--- config.mk ---
export PLATFORM = sky130hd
export DESIGN_NAME = mem_write_sequencer
export DESIGN_NICKNAME = d
export VERILOG_FILES = /design/src/rtl/mem_seq_pkg.sv /design/src/rtl/wrap_addr_counter.sv /design/src/rtl/mem_write_sequencer.sv
export SDC_FILE = /design/constraint.sdc
export NUM_CORES = 1
export LEC_CHECK = 0
export CAP_MARGIN = 20
export CORE_MARGIN = 2
export CORE_UTILIZATION = 46
export DETAILED_ROUTE_END_ITERATION = 7
export PLACE_DENSITY_LB_ADDON = 0.1
export SKIP_LAST_GASP = 1
export SLEW_MARGIN = 20
export SYNTH_ARGS = -nofsm -noshare
export SYNTH_HDL_FRONTEND = slang
export SYNTH_SLANG_ARGS = --single-unit
--- constraint.sdc ---
create_clock -name clk -period 2.22 [get_ports clk]
set_clock_uncertainty 0.2 [all_clocks]
set_input_delay 0.444 -clock clk [delete_from_list [all_inputs] [get_ports clk]]
set_output_delay 0.444 -clock clk [all_outputs]
set_load 0.02 [all_outputs]
--- src/rtl/mem_seq_pkg.sv ---
// Shared types and defaults for the memory write sequencer and its helpers.
package mem_seq_pkg;

   localparam int DEFAULT_DEPTH = 256;
   localparam int DIN_W         = 20;

   typedef enum logic [1:0] {
      IDLE,
      LOAD,
      DONE
   } seq_state_e;

endpackage

--- src/rtl/wrap_addr_counter.sv ---
// Address pointer that counts modulo DEPTH; a load takes priority over an increment.
module wrap_addr_counter
   import mem_seq_pkg::*;
#(
   parameter int DEPTH = DEFAULT_DEPTH,
   parameter int AW    = $clog2(DEPTH)
) (
   input  logic          clk,
   input  logic          rst,
   input  logic          load,
   input  logic          inc,
   input  logic [AW-1:0] load_value,
   output logic [AW-1:0] value
);

   logic [AW-1:0] value_reg;

   // Explicit wrap so non-power-of-two depths also stay in range.
   always_ff @(posedge clk) begin
      if (rst) begin
         value_reg <= '0;
      end else if (load) begin
         value_reg <= load_value;
      end else if (inc) begin
         if (value_reg == AW'(DEPTH - 1))
            value_reg <= '0;
         else
            value_reg <= value_reg + AW'(1);
      end
   end

   assign value = value_reg;

endmodule

--- src/rtl/mem_write_sequencer.sv ---
// Turns a start/base/length command plus a valid/ready word stream into a run of
// registered single-cycle writes on consecutive (wrapping) memory addresses.
module mem_write_sequencer
   import mem_seq_pkg::*;
#(
   parameter int  DEPTH = DEFAULT_DEPTH,
   parameter int  DIN_W = mem_seq_pkg::DIN_W,
   localparam int AW    = $clog2(DEPTH)
) (
   input  logic             clk,
   input  logic             rst,
   input  logic             start,
   input  logic [AW-1:0]    base_addr,
   input  logic [AW:0]      length,
   input  logic             abort,
   input  logic [DIN_W-1:0] in_data,
   input  logic             in_valid,
   output logic             in_ready,
   input  logic             mem_full,
   output logic [AW-1:0]    mem_address,
   output logic [DIN_W-1:0] mem_datain,
   output logic             mem_write_en,
   output logic             busy,
   output logic             done,
   output logic [AW:0]      word_count
);

   seq_state_e       state_reg, state_next;
   logic [AW:0]      target_reg;
   logic [AW:0]      word_count_reg;
   logic [AW:0]      count_inc;
   logic [AW-1:0]    ptr_value;
   logic [AW-1:0]    mem_address_reg;
   logic [DIN_W-1:0] mem_datain_reg;
   logic             mem_write_en_reg;
   logic             accept_start;
   logic             beat;

   assign count_inc = word_count_reg + {{AW{1'b0}}, 1'b1};

   wrap_addr_counter #(
      .DEPTH (DEPTH),
      .AW    (AW)
   ) u_ptr (
      .clk        (clk),
      .rst        (rst),
      .load       (accept_start),
      .inc        (beat),
      .load_value (base_addr),
      .value      (ptr_value)
   );

   // Abort outranks a beat in the same cycle: that word is neither written nor counted.
   always_comb begin
      state_next   = state_reg;
      accept_start = 1'b0;
      beat         = 1'b0;
      in_ready     = (state_reg == LOAD) && !mem_full;
      case (state_reg)
         IDLE: begin
            if (start) begin
               accept_start = 1'b1;
               state_next   = (length == '0) ? DONE : LOAD;
            end
         end
         LOAD: begin
            if (abort) begin
               state_next = IDLE;
            end else if (in_valid && in_ready) begin
               beat = 1'b1;
               if (count_inc == target_reg)
                  state_next = DONE;
            end
         end
         DONE:    state_next = IDLE;
         default: state_next = IDLE;
      endcase
   end

   always_ff @(posedge clk) begin
      if (rst) begin
         state_reg        <= IDLE;
         target_reg       <= '0;
         word_count_reg   <= '0;
         mem_address_reg  <= '0;
         mem_datain_reg   <= '0;
         mem_write_en_reg <= 1'b0;
      end else begin
         state_reg <= state_next;
         if (accept_start) begin
            target_reg     <= length;
            word_count_reg <= '0;
         end
         if (beat) begin
            word_count_reg   <= count_inc;
            mem_address_reg  <= ptr_value;
            mem_datain_reg   <= in_data;
            mem_write_en_reg <= 1'b1;
         end else begin
            mem_write_en_reg <= 1'b0;
         end
      end
   end

   assign mem_address  = mem_address_reg;
   assign mem_datain   = mem_datain_reg;
   assign mem_write_en = mem_write_en_reg;
   assign word_count   = word_count_reg;
   assign done         = (state_reg == DONE);
   assign busy         = (state_reg != IDLE);

endmodule

## After elaboration in Yosys (flattened, before gate mapping)

Index checks and enable logic that the tools add are counted.

- Bits in registers: 57
- Input bits: 43
- Output and inout port bits: 41
- Word-level logic and storage cells: 41

- Add/subtract/negate cells: 2
- Eq/ne operators: 7
- Mux-type cells: 17
- Reduce and logical (&&, ||, !) cells: 8

Operator list:

| operator | number |
|---|---|
| $mux 8 | 3 |
| $mux 9 | 2 |
| $mux 2 | 5 |
| $add 9x1->9 const B | 1 |
| $eq 9x9->1 | 1 |
| $logic_not 9->1 | 1 |
| $add 8x1->8 const B | 1 |
| $eq 8x8->1 const B | 1 |
| $mux 1 | 6 |
| $ne 3x2->1 const B | 2 |
| $pmux 2 s2 | 1 |
| $reduce_bool 2->1 | 2 |
| $reduce_and 3->1 | 1 |
| $eq 2x1->1 const B | 1 |
| $eq 2x2->1 const B | 1 |
| $logic_and 1x1->1 | 2 |
| $logic_not 2->1 | 1 |
| $ne 2x2->1 const B | 1 |
| $logic_not 1->1 | 1 |

## Depth between registers and ports, before layout

Gate-level depths: netlist (run 1).

- Word-level depth: 8
- Mapped depth: 6
- Depth with buffers taken out: 6

## Modules after synthesis

Synthesis (run 1) repeated with hierarchy kept, for this count alone.

- Cell total of the unflattened synthesis: 328
- Area, all modules: 2625.0 µm²

Modules (own cells, without submodules):

| module | times used | cells an instance | area an instance (µm²) | sequential area each (µm²) |
|---|---|---|---|---|
| mem_write_sequencer | 1 | 269 | 2134.5 | 980.9 |
| wrap_addr_counter | 1 | 59 | 490.5 | 160.2 |

## Least setup slack after synthesis (run 1)

Ideal clock, no wire load.

- Path type: reg2reg
- Start point: register word_count_reg[0] (netlist: word_count[0])
- End point: register state_reg[0]
- Setup time: 0.134 ns
- Data arrival time: 1.654 ns
- Required time: 1.886 ns
- Slack: 0.233 ns
- Cell stages (with the launch flop): 7
- Buffers on the path: 0
- Clock period less this slack: 1.987 ns
- Path through: dfxtp_1 ha_1 nor3b_1 o21a_1 o31ai_1 nor4_2 o32ai_1

- Longest elaborated chain between the ends: 4

RTL lines:

| item | RTL line | source |
|---|---|---|
| start, declared | mem_write_sequencer.sv:30 | `logic [AW:0] word_count_reg;` |
| start signal, assigned | mem_write_sequencer.sv:95 | `word_count_reg <= count_inc;` |
| $add 9x1->9 | mem_write_sequencer.sv:39 | `assign count_inc = word_count_reg + {{AW{1'b0}}, 1'b1};` |
| $eq 9x9->1 | mem_write_sequencer.sv:71 | `if (count_inc == target_reg)` |
| $ne 3x2->1 (no source line) | - |  |
| $reduce_and 3->1 (no source line) | - |  |
| end signal, assigned | mem_write_sequencer.sv:89 | `state_reg <= state_next;` |
| end, declared | mem_write_sequencer.sv:28 | `seq_state_e state_reg, state_next;` |

No other way between the ends.
A chain may end at the register's enable or synchronous reset.

## Worst setup path in the final report (run 1)

- Start point: register word_count_reg[7] (netlist: word_count[7])
- End point: output word_count[7]

RTL lines:

| item | RTL line | source |
|---|---|---|
| end, declared | mem_write_sequencer.sv:25 | `output logic [AW:0] word_count` |

No word-level cell between the ends.

==> flow_summary.html, run 1 <==
<table>
<tr><th>Metric</th><th>Value</th></tr>
<tr><th colspan="2">Final layout</th></tr>
<tr><td>Count of antenna diodes in the layout</td><td>0</td></tr>
<tr><td>Post-layout nets</td><td>463</td></tr>
<tr><td>Ratio of cells with drive above 1 in the final layout</td><td>10.66%</td></tr>
<tr><td>Synthesis-to-finish area growth</td><td>45.04%</td></tr>
<tr><td>Utilization after layout</td><td>68.91%</td></tr>
<tr><td>Final cell count without fillers</td><td>about 490</td></tr>
<tr><td>FILL cells</td><td>~510</td></tr>
<tr><td>Number of flip-flops under the largest register name</td><td>20</td></tr>
<tr><th colspan="2">Die</th></tr>
<tr><td>Core Box Area</td><td>~5500 um^2</td></tr>
<tr><td>Effective utilization at floorplan</td><td>around 48%</td></tr>
<tr><td>Area of the die</td><td>6269 um^2</td></tr>
<tr><td>Die Y</td><td>roughly 79 um</td></tr>
<tr><td>Number of placement rows</td><td>27</td></tr>
<tr><td>Die W</td><td>between 70 and 80 um</td></tr>
<tr><td>I/O pins</td><td>84</td></tr>
<tr><th colspan="2">Timing</th></tr>
<tr><td>Actual transition at the worst max-transition pin</td><td>around 440 ps</td></tr>
<tr><td>Number of max-slew violations in the final report</td><td>0</td></tr>
<tr><td>Setup repair after global routing missed its margin</td><td>false</td></tr>
<tr><td>Number of endpoints failing setup at the final stage</td><td>0</td></tr>
<tr><td>Rel. slew slack</td><td>between 70% and 80%</td></tr>
<tr><td>Highest Clock Rate</td><td>around 460 MHz</td></tr>
<tr><td>Final Hold Viols</td><td>0</td></tr>
<tr><td>Clock period minus final worst setup slack</td><td>2163 ps</td></tr>
<tr><td>Ratio of final minimum period to clock period</td><td>between 90% and 100%</td></tr>
<tr><th colspan="2">Route</th></tr>
<tr><td>Vias</td><td>roughly 2600</td></tr>
<tr><td>Routed length per placed instance</td><td>between 10 and 15 um</td></tr>
<tr><td>Iter 0 DRT Violations</td><td>71</td></tr>
<tr><td>WL final</td><td>~6.5 mm</td></tr>
<tr><td>Drt via density</td><td>roughly 5.2</td></tr>
<tr><td>Final antenna-violating net count</td><td>0</td></tr>
<tr><td>DRC violations left</td><td>0</td></tr>
<tr><td>DR pass1 iterations</td><td>4</td></tr>
<tr><th colspan="2">Synth</th></tr>
<tr><td>Cells after synthesis</td><td>around 330</td></tr>
<tr><td>Share of the yosys chip area belonging to registers</td><td>43.89%</td></tr>
<tr><td>Portion of synthesized cell area occupied by the leading cell type</td><td>43.89%</td></tr>
<tr><td>Number of synthesized register bits</td><td>57</td></tr>
<tr><td>Synth Warn #</td><td>0</td></tr>
<tr><td>Net count of the mapped netlist</td><td>370</td></tr>
<tr><td>Synthesized-area fraction occupied by xor and xnor cells</td><td>4.283%</td></tr>
<tr><td>Leading area contributor after synthesis</td><td>sky130_fd_sc_hd__dfxtp_1</td></tr>
<tr><td>Ranking of synthesized cells by instance count</td><td>83 x sky130_fd_sc_hd__nand2_1, 57 x sky130_fd_sc_hd__dfxtp_1, 52 x sky130_fd_sc_hd__a21oi_1, 22 x sky130_fd_sc_hd__nor2_1, 10 x sky130_fd_sc_hd__nor3_1</td></tr>
<tr><td>Synth top area cells</td><td>sky130_fd_sc_hd__dfxtp_1 44%, sky130_fd_sc_hd__nand2_1 12%, sky130_fd_sc_hd__a21oi_1 10%, sky130_fd_sc_hd__nor2_1 3.2%, sky130_fd_sc_hd__xor2_1 2.7%</td></tr>
<tr><td>Most frequently used cell type in the post-synthesis netlist</td><td>sky130_fd_sc_hd__nand2_1</td></tr>
<tr><td>Synthesized-area fraction occupied by ao, oa, aoi and oai cells</td><td>about 19%</td></tr>
<tr><td>Synth unique cells</td><td>50</td></tr>
<tr><td>Avg Synthesized Cell Area</td><td>8.000 um^2</td></tr>
<tr><td>Combined area of all synthesized cells</td><td>around 2600 um^2</td></tr>
<tr><td>Main combinational cell family by area after synthesis</td><td>simple AND/OR/NAND/NOR gates</td></tr>
<tr><td>Number of enable-type register cells in the synthesized netlist</td><td>0</td></tr>
<tr><td>Portion of netlist area occupied by mux cells</td><td>0%</td></tr>
<tr><td>Adder and majority cell fraction of the synthesized area</td><td>less than 1%</td></tr>
<tr><td>Proportion of synthesized flip-flops having asynchronous set or reset</td><td>0%</td></tr>
<tr><td>Share of synthesized cell area in and, or, nand and nor gates</td><td>about 28%</td></tr>
<tr><td>Primary FF master, synth</td><td>sky130_fd_sc_hd__dfxtp_1</td></tr>
<tr><th colspan="2">Clock network</th></tr>
<tr><td>Setup repair bufs after CTS</td><td>0</td></tr>
<tr><td>Number of levels the H-tree was split into</td><td>3</td></tr>
<tr><td>Maximum buffer depth of the clock tree</td><td>2</td></tr>
<tr><td>Clock buffer count from CTS</td><td>9</td></tr>
<tr><td>Cell chosen for the clock root</td><td>sky130_fd_sc_hd__clkbuf_8</td></tr>
<tr><td>CTS Sinks</td><td>between 50 and 60</td></tr>
<tr><td>Clock input transition at the sequential cells of the worst setup and hold paths</td><td>~60 ps</td></tr>
<tr><td>Clock tree from TritonCTS</td><td>built</td></tr>
<tr><td>Clock latency of the later-clocked register in the worst-skew pair</td><td>~340 ps</td></tr>
<tr><th colspan="2">Worst setup path</th></tr>
<tr><td>Startpoint of the worst register-to-register path</td><td>word_count[1]$_SDFFE_PP0P_</td></tr>
<tr><td>Start point of the critical path</td><td>word_count[7]$_SDFFE_PP0P_</td></tr>
<tr><td>Critical path's largest stage delay</td><td>approximately 670 ps</td></tr>
<tr><td>Endpoint arrival time on the critical path</td><td>1520 ps</td></tr>
<tr><td>Critical path capture point type</td><td>output pin</td></tr>
<tr><td>Crit start category</td><td>flip-flop</td></tr>
<tr><td>Setup CP Type</td><td>flip-flop to output pin</td></tr>
<tr><td>Largest driver fanout on the critical path</td><td>7</td></tr>
<tr><td>Slowest stage cell, crit path</td><td>sky130_fd_sc_hd__clkdlybuf4s50_1</td></tr>
<tr><td>Worst-path cell chain</td><td>clkdlybuf4s50_1</td></tr>
<tr><td>Crit path required time</td><td>roughly 1600 ps</td></tr>
<tr><td>Buffers &amp; Inverters on Critical Path</td><td>1</td></tr>
<tr><td>Gate family responsible for the most delay along the worst path</td><td>buffers and inverters</td></tr>
<tr><th colspan="2">Power</th></tr>
<tr><td>Static Leakage</td><td>1.415 nW</td></tr>
<tr><td>Pwr per Cell Area</td><td>roughly 610 nW/um^2</td></tr>
<tr><td>Highest ir drop seen on vdd</td><td>around 0.49 mV</td></tr>
<tr><th colspan="2">Placement</th></tr>
<tr><td>I/O Buffers</td><td>83</td></tr>
<tr><td>Gp weighted congestion</td><td>~0.8</td></tr>
<tr><td>HPWL after detailed placement</td><td>4.843 mm</td></tr>
<tr><td>Number of cells in the design after placement</td><td>between 400 and 500</td></tr>
<tr><th colspan="2">Run status</th></tr>
<tr><td>Run status</td><td>finished clean</td></tr>
<tr><th colspan="2">Worst hold path</th></tr>
<tr><td>Hold/Removal Path Class</td><td>flip-flop to flip-flop</td></tr>
<tr><td>Critical hold path startpoint</td><td>mem_datain[16]$_SDFFE_PP0P_</td></tr>
<tr><th colspan="2">GRT</th></tr>
<tr><td>Total routing usage reported by global routing</td><td>roughly 22%</td></tr>
<tr><td>Via count of the first global-routing pass</td><td>2474</td></tr>
<tr><td>First-pass GRT wire length</td><td>roughly 11 mm</td></tr>
<tr><td>Maximum number of pins on one net before global-route repair</td><td>38</td></tr>
<tr><td>Aggregate global routing overflow</td><td>0</td></tr>
<tr><td>Antenna violations before repair</td><td>0</td></tr>
<tr><th colspan="2">Flow run</th></tr>
<tr><td>Max-cap violations</td><td>0</td></tr>
</table>
==> placed cells by master, fill, tap and decap left out, types with 4 or more instances in the layout <==
cell type / count
sky130_fd_sc_hd__nand3_1: 4
sky130_fd_sc_hd__clkbuf_8: 11
sky130_fd_sc_hd__dfxtp_1: 55
sky130_fd_sc_hd__clkdlybuf4s50_1: 80
sky130_fd_sc_hd__nand2_1: 83
sky130_fd_sc_hd__nor2_1: 22
sky130_fd_sc_hd__o21ai_0: 7
sky130_fd_sc_hd__a211oi_1: 6
sky130_fd_sc_hd__a21oi_1: 52
sky130_fd_sc_hd__and3_1: 6
sky130_fd_sc_hd__nor3_1: 10
sky130_fd_sc_hd__xor2_1: 8
sky130_fd_sc_hd__buf_4: 18
sky130_fd_sc_hd__and4_1: 4
==> power by group <==
part	leakage, nW	switching, mW	internal (mW)	total [mW]
sequential	0.464	0.0266	1.05	1.08
combinational	0.849	0.120	0.141	0.261
clock	0.102	0.397	0.569	0.966
==> layer usage <==
layer / global-route usage, % / vias to the layer above / share of wire (%)
met5: 0 / - / 0
met2: 38.14 / 59 / 51
li1: - / 1314 / -
met3: 8.864 / 8 / 5.1
met4: 7.931 / 0 / 1.1
met1: 25.37 / 1174 / 43
==> per-stage QoR <==
step | power [mW] | hold WS, ps | TNS, ps | instance area (um^2) | setup WS, ps
6_report | 2.308 | 252.1 | 0 | 3771 | 57.29
5_1_grt | 2.398 | 272.5 | 0 | 3771 | 12.23
4_1_cts | 2.331 | 253.9 | 0 | 3766 | 3.640
3_5_place_dp | 1.366 | 246.1 | -847.7 | 3572 | -141.2
3_3_place_gp | 1.361 | 241.2 | -249.2 | 3572 | -54.15
2_1_floorplan | 1.225 | 240.2 | 0 | 2600 | 232.6
==> worst paths after layout <==
kind                                  to  slack, ps  depth (start not counted)
max                        word_count[7]         60                          1
min          mem_datain[16]$_SDFFE_PP0P_        250                          2
max reg2reg    state_reg[0]$_SDFFE_PP0P_        220                          6
min reg2reg  mem_datain[16]$_SDFFE_PP0P_        250                          2
==> logic make-up after synthesis <==
| logic type | after synthesis |
|---|---|
| AND/OR/NAND/NOR | 151 |
| XOR/XNOR | 11 |
| AO/OA/AOI/OAI | 82 |
| buffers and inverters | 22 |
| flip-flops | 57 |
| adder cells (fa/ha/maj) | 2 |
==> area by class of cell <==
| cell class | count | area (um^2) | share of cell area [%] |
|---|---|---|---|
| clock buffer | 12 | 155.1 | 4.114 |
| timing repair buffer | 102 | 982.2 | 26.05 |
| clock inverter | 3 | 40.04 | 1.062 |
| multi-input combinational | 246 | 1353 | 35.87 |
| tap | 72 | 90.09 | 2.389 |
| inverter | 2 | 7.507 | 0.1991 |
| sequential | 57 | 1144 | 30.33 |
==> timing repair <==
item / CTS / global route
endpoints found under the setup margin: 1 / 3
hold endpoints to repair: 0 / 0
resized for setup: 1 / 3
hold buffers: 0 / 0
No activity file was read; power rests on OpenSTA's default activity.
==> run 2, diff against run 1 <==
--- a/config.mk
+++ b/config.mk
@@ -7,8 +7,9 @@
 export LEC_CHECK = 0
 export CAP_MARGIN = 20
 export CORE_MARGIN = 2
-export CORE_UTILIZATION = 46
+export CORE_UTILIZATION = 62
 export DETAILED_ROUTE_END_ITERATION = 7
+export DONT_BUFFER_PORTS = 1
 export PLACE_DENSITY_LB_ADDON = 0.1
 export SKIP_LAST_GASP = 1
 export SLEW_MARGIN = 20
==> run 2 against run 1 <==
Fmax increased by 6.7%. Sequential power about the same. Core utilization increased by 4.5 points. Final area decreased by 22%. Critical path depth increased by 1. First-iteration DRC count increased by 110%. Critical path type unchanged. Largest power group is now clock.
==> flow_summary.html, run 2 (synthesized netlist as in run 1, its figures left out) <==
<table>
<tr><th>Metric</th><th>Value</th></tr>
<tr><th colspan="2">GRT</th></tr>
<tr><td>Maximum number of pins on one net before global-route repair</td><td>56</td></tr>
<tr><td>Via count of the first global-routing pass</td><td>between 2000 and 2500</td></tr>
<tr><td>Aggregate global routing overflow</td><td>0</td></tr>
<tr><td>First-pass GRT wire length</td><td>roughly 9.5 mm</td></tr>
<tr><td>Total routing usage reported by global routing</td><td>between 20% and 30%</td></tr>
<tr><td>Antenna violations before repair</td><td>0</td></tr>
<tr><th colspan="2">Final layout</th></tr>
<tr><td>Area of the multi-input gates</td><td>roughly 1400 um^2</td></tr>
<tr><td>Synthesis-to-finish area growth</td><td>13.72%</td></tr>
<tr><td>Count of antenna diodes in the layout</td><td>0</td></tr>
<tr><td>Register Area</td><td>approximately 1100 um^2</td></tr>
<tr><td>Post-layout nets</td><td>between 300 and 400</td></tr>
<tr><td>FILL cells</td><td>between 300 and 400</td></tr>
<tr><td>Leading cell types in the layout, fill and taps excluded</td><td>83 x sky130_fd_sc_hd__nand2_1, 57 x sky130_fd_sc_hd__dfxtp_1, 52 x sky130_fd_sc_hd__a21oi_1, 22 x sky130_fd_sc_hd__nor2_1, 19 x sky130_fd_sc_hd__buf_4</td></tr>
<tr><td>Commonest non-fill, non-tap cell in the layout</td><td>sky130_fd_sc_hd__nand2_1</td></tr>
<tr><td>Ratio of cells with drive above 1 in the final layout</td><td>between 10% and 20%</td></tr>
<tr><td>Number of flip-flops under the largest register name</td><td>20</td></tr>
<tr><th colspan="2">Timing</th></tr>
<tr><td>Ratio of final minimum period to clock period</td><td>between 90% and 100%</td></tr>
<tr><td>Setup TNS</td><td>0 ps</td></tr>
<tr><td>Final Hold Viols</td><td>0</td></tr>
<tr><td>Setup repair after global routing missed its margin</td><td>false</td></tr>
<tr><td>Highest Clock Rate</td><td>a little under 500 MHz</td></tr>
<tr><td>Number of max-slew violations in the final report</td><td>0</td></tr>
<tr><td>Actual transition at the worst max-transition pin</td><td>approximately 490 ps</td></tr>
<tr><td>Clock period minus final worst setup slack</td><td>~2000 ps</td></tr>
<tr><td>Hold WS</td><td>between 20 and 25 ps</td></tr>
<tr><td>Rel. slew slack</td><td>67.03%</td></tr>
<tr><td>Number of endpoints failing setup at the final stage</td><td>0</td></tr>
<tr><th colspan="2">Placement</th></tr>
<tr><td>Gp weighted congestion</td><td>between 0.8 and 0.9</td></tr>
<tr><td>HPWL after detailed placement</td><td>slightly above 4 mm</td></tr>
<tr><td>I/O Buffers</td><td>0</td></tr>
<tr><th colspan="2">Route</th></tr>
<tr><td>Met1 routed wirelength after detailed routing</td><td>about 2.5 mm</td></tr>
<tr><td>Vias</td><td>~2300</td></tr>
<tr><td>Final antenna-violating net count</td><td>0</td></tr>
<tr><td>Routed length per placed instance</td><td>between 15 and 20 um</td></tr>
<tr><td>Detail Route met2 WL</td><td>~3.1 mm</td></tr>
<tr><td>Max Used Layer</td><td>met4</td></tr>
<tr><td>WL final</td><td>approximately 6 mm</td></tr>
<tr><td>Iter 0 DRT Violations</td><td>between 100 and 150</td></tr>
<tr><td>DRC violations left</td><td>0</td></tr>
<tr><td>Wire length on met3</td><td>about 380 um</td></tr>
<tr><td>DR pass1 iterations</td><td>4</td></tr>
<tr><td>Drt via density</td><td>approximately 5.8</td></tr>
<tr><th colspan="2">Clock network</th></tr>
<tr><td>Clock buffer count from CTS</td><td>9</td></tr>
<tr><td>Cell chosen for the clock root</td><td>sky130_fd_sc_hd__clkbuf_8</td></tr>
<tr><td>Maximum buffer depth of the clock tree</td><td>2</td></tr>
<tr><td>Clock latency of the later-clocked register in the worst-skew pair</td><td>about 330 ps</td></tr>
<tr><td>CTS Sinks</td><td>57</td></tr>
<tr><td>Number of levels the H-tree was split into</td><td>3</td></tr>
<tr><td>Clock tree from TritonCTS</td><td>built</td></tr>
<tr><td>Clock input transition at the sequential cells of the worst setup and hold paths</td><td>about 70 ps</td></tr>
<tr><th colspan="2">Power</th></tr>
<tr><td>Static Leakage</td><td>1.102 nW</td></tr>
<tr><td>Highest ir drop seen on vdd</td><td>roughly 0.53 mV</td></tr>
<tr><td>Pwr per Cell Area</td><td>~790 nW/um^2</td></tr>
<tr><td>Overall power of the completed layout</td><td>2.337 mW</td></tr>
<tr><th colspan="2">Worst setup path</th></tr>
<tr><td>Worst-path cell chain</td><td>or2b_2, nor2_1</td></tr>
<tr><td>Crit path required time</td><td>between 1500 and 2000 ps</td></tr>
<tr><td>Critical path capture point type</td><td>output pin</td></tr>
<tr><td>Largest driver fanout on the critical path</td><td>6</td></tr>
<tr><td>Slowest stage cell, crit path</td><td>sky130_fd_sc_hd__dfxtp_1</td></tr>
<tr><td>Gate family responsible for the most delay along the worst path</td><td>simple AND/OR/NAND/NOR gates</td></tr>
<tr><td>Setup CP Type</td><td>flip-flop to output pin</td></tr>
<tr><td>Endpoint arrival time on the critical path</td><td>around 1400 ps</td></tr>
<tr><td>Buffers &amp; Inverters on Critical Path</td><td>0</td></tr>
<tr><td>Critical path's largest stage delay</td><td>around 400 ps</td></tr>
<tr><td>Crit start category</td><td>flip-flop</td></tr>
<tr><th colspan="2">Die</th></tr>
<tr><td>Die W</td><td>between 60 and 70 um</td></tr>
<tr><td>Die Y</td><td>a little under 70 um</td></tr>
<tr><td>Effective utilization at floorplan</td><td>approximately 65%</td></tr>
<tr><td>Core Box Area</td><td>4029 um^2</td></tr>
<tr><td>Number of placement rows</td><td>23</td></tr>
<tr><td>Area of the die</td><td>around 4700 um^2</td></tr>
<tr><td>I/O pins</td><td>84</td></tr>
<tr><th colspan="2">Run status</th></tr>
<tr><td>Run status</td><td>finished clean</td></tr>
<tr><th colspan="2">Worst hold path</th></tr>
<tr><td>Hold/Removal Path Class</td><td>input port to flip-flop</td></tr>
<tr><th colspan="2">Flow run</th></tr>
<tr><td>Max-cap violations</td><td>0</td></tr>
</table>
==> run 2: cell count changes in the layout (fill, tap and decap cells not counted), moves of 2 or more <==
cell                              change
sky130_fd_sc_hd__clkdlybuf4s50_1     -80
sky130_fd_sc_hd__clkinv_2             -2
sky130_fd_sc_hd__clkinvlp_4           +2
sky130_fd_sc_hd__dfxtp_1              +2
sky130_fd_sc_hd__dfxtp_2              -2
==> run 2: per-layer routing <==
| layer | vias up | global-route usage [%] |
|---|---|---|
| met5 | - | 0 |
| met4 | 0 | 12.25 |
| met3 | 12 | 8.279 |
| met2 | 64 | 46.27 |
| met1 | 1030 | 32.76 |
| li1 | 1154 | - |
==> run 2: worst reg2reg max path: stages (launching register included) <==
cell                       delay [ps]
sky130_fd_sc_hd__dfxtp_1          320
sky130_fd_sc_hd__ha_1             280
sky130_fd_sc_hd__and3_1           210
sky130_fd_sc_hd__a311oi_1         250
sky130_fd_sc_hd__nor3_1           100
sky130_fd_sc_hd__nor4_2           300
sky130_fd_sc_hd__o32ai_1          140
==> run 2: power breakdown <==
part / internal, mW / switching, mW / leakage (nW) / total (mW)
clock network: 0.693 / 0.403 / 0.109 / 1.10
logic: 0.0583 / 0.0919 / 0.530 / 0.150
registers: 1.05 / 0.0374 / 0.463 / 1.09
total: 1.80 / 0.532 / 1.10 / 2.34
==> run 2: cell type report <==
| class | instances | area share [%] |
|---|---|---|
| Multi-Input combinational cell | 246 | 45.75 |
| Sequential cell | 57 | 38.59 |
| Timing Repair Buffer | 20 | 5.501 |
| Clock buffer | 12 | 5.248 |
| Clock inverter | 4 | 2.539 |
| Tap cell | 50 | 2.116 |
| Inverter | 2 | 0.2539 |
==> run 2: through the flow <==
step	instance area [um^2]	utilization, %	cells	setup slack [ps]
finish	2957	73.39	391	192.3
global route	2957	73.39	391	86.76
CTS	2957	73.39	391	184.2
detailed placement	2706	67.17	374	276.5
global placement	2706	67.17	374	313.3
floorplan	2600	-	325	232.6
==> run 2: what timing repair did <==
action                                 in CTS  in global routing
hold buffers                                1                  0
buffers inserted                            0                  0
endpoints found under the hold margin      55                  0
resized for setup                           0                  0
setup endpoints to repair                   0                  0
==> run 2: final timing paths <==
check	endpoint	slack [ps]	from	cells past startpoint
hold / removal	state_reg[0]$_SDFFE_PP0P_	20	rst	1
setup / recovery	in_ready	190	state_reg[0]$_SDFFE_PP0P_	2
setup reg to reg	state_reg[0]$_SDFFE_PP0P_	290	word_count[0]$_SDFFE_PP0P_	6
hold reg to reg	target_reg[7]$_SDFFE_PP0P_	270	target_reg[7]$_SDFFE_PP0P_	2
==> run 3, diff against run 2 <==
--- a/config.mk
+++ b/config.mk
@@ -5,11 +5,11 @@
 export SDC_FILE = /design/constraint.sdc
 export NUM_CORES = 1
 export LEC_CHECK = 0
-export CAP_MARGIN = 20
 export CORE_MARGIN = 2
-export CORE_UTILIZATION = 62
+export CORE_UTILIZATION = 45
 export DETAILED_ROUTE_END_ITERATION = 7
 export DONT_BUFFER_PORTS = 1
+export HOLD_SLACK_MARGIN = 0.05
 export PLACE_DENSITY_LB_ADDON = 0.1
 export SKIP_LAST_GASP = 1
 export SLEW_MARGIN = 20
==> run 3 against run 2 <==
Critical path depth stayed put. Non-clock buffer count increased by 28. Core utilization shrank 16 points. Worst hold slack better by 59 ps. Die area rose by 35%. Register-to-register slack better by 30 ps. Fmax decreased by 0.93%. Sequential share of layout area shrank 3.0 points. Worst setup slack worse by 19 ps. Via count rose by 3.8%. Highest routed layer unchanged.
==> flow_summary.html, run 3 (synthesized netlist as in run 1, its figures left out) <==
<table>
<tr><th>Metric</th><th>Value</th></tr>
<tr><th colspan="2">Run status</th></tr>
<tr><td>Run status</td><td>finished clean</td></tr>
<tr><th colspan="2">Placement</th></tr>
<tr><td>HPWL after detailed placement</td><td>~4.3 mm</td></tr>
<tr><td>Gp weighted congestion</td><td>0.8066</td></tr>
<tr><td>I/O Buffers</td><td>0</td></tr>
<tr><td>Number of cells in the design after placement</td><td>just under 400</td></tr>
<tr><th colspan="2">Timing</th></tr>
<tr><td>Actual transition at the worst max-transition pin</td><td>around 510 ps</td></tr>
<tr><td>Rel. slew slack</td><td>between 60% and 70%</td></tr>
<tr><td>Number of max-slew violations in the final report</td><td>0</td></tr>
<tr><td>Setup TNS</td><td>0 ps</td></tr>
<tr><td>Ratio of final minimum period to clock period</td><td>92.20%</td></tr>
<tr><td>Final Hold Viols</td><td>0</td></tr>
<tr><td>Clock period minus final worst setup slack</td><td>around 2000 ps</td></tr>
<tr><td>Setup repair after global routing missed its margin</td><td>false</td></tr>
<tr><td>Highest Clock Rate</td><td>just under 500 MHz</td></tr>
<tr><td>Number of endpoints failing setup at the final stage</td><td>0</td></tr>
<tr><th colspan="2">Worst hold path</th></tr>
<tr><td>Hold/Removal Path Class</td><td>input port to flip-flop</td></tr>
<tr><td>Hold EP</td><td>u_ptr.value[5]$_SDFFE_PP0P_</td></tr>
<tr><td>Number of instances on the worst hold path</td><td>2</td></tr>
<tr><td>Critical hold path startpoint</td><td>base_addr[5]</td></tr>
<tr><th colspan="2">Worst setup path</th></tr>
<tr><td>Largest driver fanout on the critical path</td><td>6</td></tr>
<tr><td>Gate family responsible for the most delay along the worst path</td><td>simple AND/OR/NAND/NOR gates</td></tr>
<tr><td>Crit path required time</td><td>between 1500 and 2000 ps</td></tr>
<tr><td>Endpoint arrival time on the critical path</td><td>between 1000 and 1500 ps</td></tr>
<tr><td>Slowest stage cell, crit path</td><td>sky130_fd_sc_hd__dfxtp_1</td></tr>
<tr><td>Reg-to-reg setup timing slack</td><td>320 ps</td></tr>
<tr><td>Critical path capture point type</td><td>output pin</td></tr>
<tr><td>Buffers &amp; Inverters on Critical Path</td><td>0</td></tr>
<tr><td>Destination of the worst register-to-register timing path</td><td>state_reg[0]$_SDFFE_PP0P_</td></tr>
<tr><td>Startpoint of the worst register-to-register path</td><td>word_count[0]$_SDFFE_PP0P_</td></tr>
<tr><td>Worst-path cell chain</td><td>or2b_2, nor2_1</td></tr>
<tr><td>Critical path's largest stage delay</td><td>410 ps</td></tr>
<tr><td>Crit start category</td><td>flip-flop</td></tr>
<tr><td>Setup CP Type</td><td>flip-flop to output pin</td></tr>
<tr><td>Length in cells of the worst reg-to-reg path</td><td>6</td></tr>
<tr><th colspan="2">Clock network</th></tr>
<tr><td>Setup repair bufs after CTS</td><td>0</td></tr>
<tr><td>Clock input transition at the sequential cells of the worst setup and hold paths</td><td>roughly 60 ps</td></tr>
<tr><td>CTS Sinks</td><td>57</td></tr>
<tr><td>Maximum buffer depth of the clock tree</td><td>2</td></tr>
<tr><td>Resized Gates After CTS</td><td>0</td></tr>
<tr><td>Number of levels the H-tree was split into</td><td>3</td></tr>
<tr><td>Clock latency of the later-clocked register in the worst-skew pair</td><td>about 330 ps</td></tr>
<tr><td>Number of buffers inserted for hold repair after clock tree synthesis</td><td>28</td></tr>
<tr><td>Clock buffer count from CTS</td><td>9</td></tr>
<tr><td>Cell chosen for the clock root</td><td>sky130_fd_sc_hd__clkbuf_8</td></tr>
<tr><td>Clock tree from TritonCTS</td><td>built</td></tr>
<tr><th colspan="2">GRT</th></tr>
<tr><td>Via count of the first global-routing pass</td><td>between 2000 and 2500</td></tr>
<tr><td>GRT met2 Usage</td><td>about a third</td></tr>
<tr><td>Aggregate global routing overflow</td><td>0</td></tr>
<tr><td>Antenna violations before repair</td><td>0</td></tr>
<tr><td>Total routing usage reported by global routing</td><td>21.50%</td></tr>
<tr><td>First-pass GRT wire length</td><td>10.65 mm</td></tr>
<tr><td>Global routing met3 resource utilization</td><td>between 6 and 7%</td></tr>
<tr><td>Maximum number of pins on one net before global-route repair</td><td>57</td></tr>
<tr><td>Most utilized layer in the global route result</td><td>met2</td></tr>
<tr><td>GR Util met1</td><td>a little over a quarter</td></tr>
<tr><th colspan="2">Route</th></tr>
<tr><td>Routed length per placed instance</td><td>14.69 um</td></tr>
<tr><td>Vias</td><td>between 2000 and 2500</td></tr>
<tr><td>WL final</td><td>6.477 mm</td></tr>
<tr><td>Iter 0 DRT Violations</td><td>66</td></tr>
<tr><td>Final antenna-violating net count</td><td>0</td></tr>
<tr><td>Drt via density</td><td>around 5.3</td></tr>
<tr><td>DR pass1 iterations</td><td>4</td></tr>
<tr><td>DRC violations left</td><td>0</td></tr>
<tr><th colspan="2">Final layout</th></tr>
<tr><td>FILL cells</td><td>around 550</td></tr>
<tr><td>Area of the multi-input gates</td><td>~1400 um^2</td></tr>
<tr><td>Leading cell types in the layout, fill and taps excluded</td><td>83 x sky130_fd_sc_hd__nand2_1, 57 x sky130_fd_sc_hd__dfxtp_1, 52 x sky130_fd_sc_hd__a21oi_1, 28 x sky130_fd_sc_hd__dlygate4sd3_1, 22 x sky130_fd_sc_hd__nor2_1</td></tr>
<tr><td>Post-layout nets</td><td>roughly 410</td></tr>
<tr><td>Count of antenna diodes in the layout</td><td>0</td></tr>
<tr><td>Synthesis-to-finish area growth</td><td>23.24%</td></tr>
<tr><td>Number of flip-flops under the largest register name</td><td>20</td></tr>
<tr><td>Final cell count without fillers</td><td>between 400 and 500</td></tr>
<tr><td>Register Area</td><td>1141 um^2</td></tr>
<tr><td>Ratio of cells with drive above 1 in the final layout</td><td>a little under an eighth</td></tr>
<tr><td>Commonest non-fill, non-tap cell in the layout</td><td>sky130_fd_sc_hd__nand2_1</td></tr>
<tr><th colspan="2">Die</th></tr>
<tr><td>Die W</td><td>80.01 um</td></tr>
<tr><td>Die Y</td><td>about 80 um</td></tr>
<tr><td>Core Box Area</td><td>about 5500 um^2</td></tr>
<tr><td>Number of placement rows</td><td>27</td></tr>
<tr><td>Area of the die</td><td>around 6400 um^2</td></tr>
<tr><td>Effective utilization at floorplan</td><td>roughly 47%</td></tr>
<tr><td>I/O pins</td><td>between 80 and 90</td></tr>
<tr><th colspan="2">Power</th></tr>
<tr><td>Overall power of the completed layout</td><td>2.106 mW</td></tr>
<tr><td>Highest ir drop seen on vdd</td><td>0.3869 mV</td></tr>
<tr><td>Static Leakage</td><td>1.197 nW</td></tr>
<tr><td>Pwr per Cell Area</td><td>roughly 660 nW/um^2</td></tr>
<tr><th colspan="2">Flow run</th></tr>
<tr><td>Max-cap violations</td><td>0</td></tr>
</table>
run 3: layer usage:
layer | routed length, um | share of wire (%) | up-vias
met4 | 51 | 0.79 | 0
met2 | 3125 | 48 | 58
met5 | 0 | 0 | -
met3 | 350 | 5.4 | 5
li1 | - | - | 1204
met1 | 2948 | 46 | 1080
run 3: area by class of cell:
type | instances | area share (%)
tap | 72 | 2.811
sequential | 57 | 35.61
timing repair buffer | 48 | 14.06
clock buffer | 10 | 3.983
inverter | 2 | 0.2343
clock inverter | 6 | 1.093
multi-input combinational | 246 | 42.21
run 3: metrics by stage:
stage          hold WS [ps]  instance area, um^2  utilization, %  setup slack, ps
6_report              82.61                 3204           57.84            173.2
3_5_place_dp          258.6                 2734           49.35            267.6
2_1_floorplan         240.2                 2600               -            232.6
4_1_cts               59.97                 3194           57.66            171.8
3_3_place_gp          249.9                 2734           49.35            263.5
5_1_grt               65.81                 3204           57.84            104.3
run 3: worst max-delay path by stage:
stage | from | to | slack (ps) | cells after the start
after floorplan | word_count[0]$_SDFFE_PP0P_ | state_reg[0]$_SDFFE_PP0P_ | 230 | 6
after global routing | state_reg[0]$_SDFFE_PP0P_ | in_ready | 100 | 2
after detailed placement | mem_full | word_count[7]$_SDFFE_PP0P_ | 270 | 5
final | state_reg[0]$_SDFFE_PP0P_ | in_ready | 170 | 2
after CTS | state_reg[0]$_SDFFE_PP0P_ | in_ready | 170 | 2
after global placement | mem_full | word_count[8]$_SDFFE_PP0P_ | 260 | 5
run 3: power by group:
part           internal, mW  switching (mW)  total, mW
combinational        0.0937          0.0992      0.193
clock                 0.396           0.424      0.821
sequential             1.05          0.0391       1.09
==> RTL change 1 (flow settings as in run 2) <==
`DIN_W`: 20 -> 40.
--- a/src/rtl/mem_seq_pkg.sv
+++ b/src/rtl/mem_seq_pkg.sv
@@ -2,7 +2,7 @@
 package mem_seq_pkg;
 
    localparam int DEFAULT_DEPTH = 256;
-   localparam int DIN_W         = 20;
+   localparam int DIN_W         = 40;
 
    typedef enum logic [1:0] {
       IDLE,
Ports: changed (resized in_data and mem_datain); port bits go from 84 to 124. The function was not compared with the original's and may differ.
==> RTL change 1 against run 2 <==
Synthesized area up 24%. Power up 16%. Fmax increased by 1.1%. Wire length increased by 24%. Sequential cell count rose by 20. Worst setup slack improved by 23 ps. Register-to-register slack got worse by 70 ps. Design area is 21% higher.
==> RTL change 1: results (changes against run 2) <==
worst rel slew slack=51.93% (-15 points); buffer share of cell area=4.757% (-0.74 points); multi-input gates=307 (+25%); Post-synth top cells=124 x nand2_1, 77 x dfxtp_1, 74 x a21oi_1, 21 x clkbuf_1, 19 x nor2_1; Crit-path slowest cell=or3_1; first-pass GRT wire length=12.54 mm (+31%); largest net degree at the start of global routing=76 (+36%); Cell variety after synth=41 (-18%); sequential cell area share=43.09% (+4.5 points); Post-CTS Hold Buffers=1 (unchanged); critical path's largest stage delay=420 ps (+20 ps); Crit. Startpoint=word_count[0]; Pleak=0.001271 uW (+15%); Largest register FFs=40 (+100%); DRT iter0 DRCs=209 (+41%); r2r worst-path depth=6 (unchanged); post-synthesis sequential area ratio=47.70% (+3.8 points); non-clock inverter count=1 (-1); top_reg_cell synth=dfxtp_1; WHS Path Cells=1 (unchanged); CP max FO=8 (+2); number of fillers in the final layout=437 (+35%); Setup Fix Bufs, Post-CTS=0 (unchanged); Max VDD drop=766.9 uV (+46%); All-Layer GR Usage=26.35% (-1.3 points); syn_nets=479 (+29%); # clk buffers=11 (-1); Clock buf/inv share=5.876% (-1.9 points); vias in the first global route=2,781 (+31%); gpl congestion=0.8402 (-0.80%); Yosys reg bits=77 (+35%); layout cell share with drive strength beyond 1=9.501% (-3.4 points); status=finished, final reports clean; DR WL/cell=15.20 um (-1.5%); vias per cell=5.741 (-0.67%); synth top area cells=dfxtp_1 48%, nand2_1 14%, a21oi_1 11%; dpl hpwl=5.072 mm (+25%); WP data arrival=2040 ps (+660 ps); area of the multi-input gates=0.001564 sq mm (+16%)
==> RTL change 1: changes by cell type in the layout (fill, tap and decap cells not counted), sizes merged, moves of 2 or more <==
| cell | delta |
|---|---|
| nand2 | +41 |
| a21oi | +21 |
| dfxtp | +20 |
| o21ai | +5 |
| and2 | +4 |
| nor3 | -4 |
| xnor2 | +4 |
| nor2 | -3 |
| clkinv | +2 |
| or3 | +2 |
| xor2 | -2 |
==> RTL change 1: logic make-up after synthesis <==
family                   Yosys count  share of synthesized area (%)
AND/OR/NAND/NOR                  188                          26.37
AO/OA/AOI/OAI                    105                          17.85
flip-flops                        77                          47.70
buffers and inverters             30                          4.065
XOR/XNOR                          12                          3.252
adder cells (fa/ha/maj)            2                         0.7742
==> RTL change 1: per-stage QoR <==
step           util, %  instances  setup WS [ps]  power, uW  cell area, sq um
2_1_floorplan        -        414          187.0       1615              3232
6_report         70.49        491          215.0       2715              3577
5_1_grt          70.49        491          113.0       2807              3577
3_3_place_gp     65.80        474          189.1       1626              3339
4_1_cts          70.49        491          210.5       2728              3577
3_5_place_dp     65.80        474          157.1       1632              3339
==> RTL change 1: where the power goes <==
group	switching, uW	internal (uW)	leakage [uW]
sequential	45.5	1420	0.000624
combinational	104	62.0	0.000545
clock	507	580	0.000102
==> RTL change 1: layer usage <==
metal  vias to the layer above  GRT usage, %  routed length (um)
met5                         -             0                   0
met4                         0         12.36                 144
met3                        14         8.412                 696
met2                       127         43.01                3580
met1                      1274         31.63                3044
li1                       1404             -                   -
==> RTL change 1: worst paths after layout <==
check / to / slack [ps]
hold reg to reg: target_reg[6] / 280
setup reg to reg: state_reg[1] / 220
setup / recovery: state_reg[1] / 220
hold / removal: state_reg[0] / 10
==> RTL change 2 (flow settings as in run 2) <==
Without the edit above. Encoding of `seq_state_e`: now one-hot (3 bits for 3 states).
--- a/src/rtl/mem_seq_pkg.sv
+++ b/src/rtl/mem_seq_pkg.sv
@@ -4,10 +4,10 @@
    localparam int DEFAULT_DEPTH = 256;
    localparam int DIN_W         = 20;
 
-   typedef enum logic [1:0] {
-      IDLE,
-      LOAD,
-      DONE
+   typedef enum logic [2:0] {
+      IDLE = 3'b001,
+      LOAD = 3'b010,
+      DONE = 3'b100
    } seq_state_e;
 
 endpackage
Function: no difference found for any inputs over 10 cycles, from zero or initial values and one cycle with rst high; not proved beyond that.
==> RTL change 2 against run 2 <==
Synthesized area down 0.63%. Worst setup slack better by 35 ps. Worst hold slack better by 19 ps. Critical path depth up 4. Design area down 2.4%. Power down 6.4%. Wire length down 0.18%. Combinational power down 7%. Synthesized cell count up 0.92%. Critical endpoint is now state_reg[2]. Sequential cell count up 1. Largest cell class unchanged.
==> RTL change 2: results (changes against run 2) <==
Worst Max-Slew Pin Slew=490.8 ps (+0.7719 ps); Hold WC Path Type=in2reg; All-Layer GR Usage=26.92% (-0.77 points); CP max FO=7 (+1); dpl hpwl=4.134 mm (+1.5%); Worst path top cell family by delay=simple AND/OR/NAND/NOR gates; vias=2,326 (+2.9%); layout cell share with drive strength beyond 1=11.18% (-1.7 points); # nets final=380 (-0.26%); Setup Fix Bufs, Post-CTS=0 (unchanged); synth top area cells=dfxtp_1 45%, nand2_1 12%, a21oi_1 10%; TritonRoute pass-1 iters=4 (unchanged); Clk Latency, worst-skew pair=330 ps (about the same); number of fillers in the final layout=326 (+0.93%); DRT iter0 DRCs=142 (-4.1%); initial antenna violation count=0 (unchanged); clock slew at reported path FFs=70 ps (about the same); vias in the first global route=2,175 (+2.6%); WP data arrival=2060 ps (+680 ps); Max VDD drop=476.7 uV (-9.4%); vias per cell=5.964 (+3.2%); PortBufs=0 (unchanged); total CTS buffers=9 (unchanged); Mapped Cells=328 (+0.92%); number of warning messages in the yosys log=0 (unchanged); gpl congestion=0.7988 (-5.7%); Post-synth top cells=84 x nand2_1, 58 x dfxtp_1, 52 x a21oi_1, 17 x nor2_1, 13 x o21ai_0; status=finished, final reports clean; Place WS=225.6 ps (-50.85 ps); syn_nets=373 (+0.81%); first-pass GRT wire length=9.466 mm (-0.87%); post-synthesis sequential area ratio=44.94% (+1.1 points); H-tree levels=3 (unchanged); n_diodes=0 (unchanged); critical path's largest stage delay=380 ps (-20 ps); Cell variety after synth=40 (-20%); Pleak=0.001024 uW (-7.1%); clock buffer depth=2 (unchanged); Largest register FFs=20 (unchanged); Resized Gates After CTS=0 (unchanged); top_reg_cell synth=dfxtp_1; largest net degree at the start of global routing=57 (+1.8%); DR WL/cell=15.45 um (about the same); Crit-path slowest cell=or3_1; ys async rst share=0% (unchanged)
[RTL change 2: final cells by class]
cell class	instances	share of cell area, %
Clock buffer	11	4.898
Timing Repair Buffer	17	4.855
Multi-Input combinational cell	246	45.60
Tap cell	50	2.167
Inverter	3	0.3901
Sequential cell	58	40.23
Clock inverter	5	1.864
[RTL change 2: worst paths after layout]
check / from / endpoint / slack, ps / cells past startpoint
max: word_count[1] / state_reg[2] / 230 / 6
min: in_data[5] / mem_datain[5] / 40 / 2
max reg2reg: word_count[1] / state_reg[2] / 230 / 6
min reg2reg: target_reg[0] / target_reg[0] / 270 / 2
[RTL change 2: cell families after synthesis]
family	count (synthesis)	synth area share, %
AO/OA/AOI/OAI	84	18.55
buffers and inverters	24	4.116
AND/OR/NAND/NOR	148	27.36
adder cells (fa/ha/maj)	2	0.9684
XOR/XNOR	12	4.068
flip-flops	58	44.94
[RTL change 2: per-stage QoR]
stage	hold WS, ps	area, sq um	power (uW)
final	42.28	2887	2188
after floorplan	247.8	2584	1227
after detailed placement	254.9	2671	1244
after global placement	252.3	2671	1240
after CTS	32.91	2887	2208
after global routing	27.33	2887	2261
[RTL change 2: layer usage]
| layer | routed length (um) | global-route usage, % | share of wire (%) | up-vias |
|---|---|---|---|---|
| li1 | - | - | - | 1157 |
| met2 | 3095 | 45.55 | 51 | 78 |
| met5 | 0 | 0 | 0 | - |
| met3 | 440 | 9.416 | 7.3 | 7 |
| met1 | 2426 | 32.11 | 40 | 1084 |
| met4 | 64 | 7.750 | 1.1 | 0 |
[RTL change 2: power breakdown]
group          switching [uW]  internal (uW)
Clock                     401            545
Sequential               35.5           1070
Combinational            82.9           55.9
Total                     519           1670
[RTL change 2: what timing repair did]
action / in CTS / in global routing
setup endpoints to repair: 0 / 0
endpoints found under the hold margin: 56 / 0
hold buffers: 1 / 0
[RTL change 2: worst reg2reg max path, cell delays in order, from the launching register on]
cell,delay [ps]
dfxtp_1,340
ha_1,270
nand3_1,170
or3_1,380
a21oi_1,130
nor4b_2,240
a41o_1,200
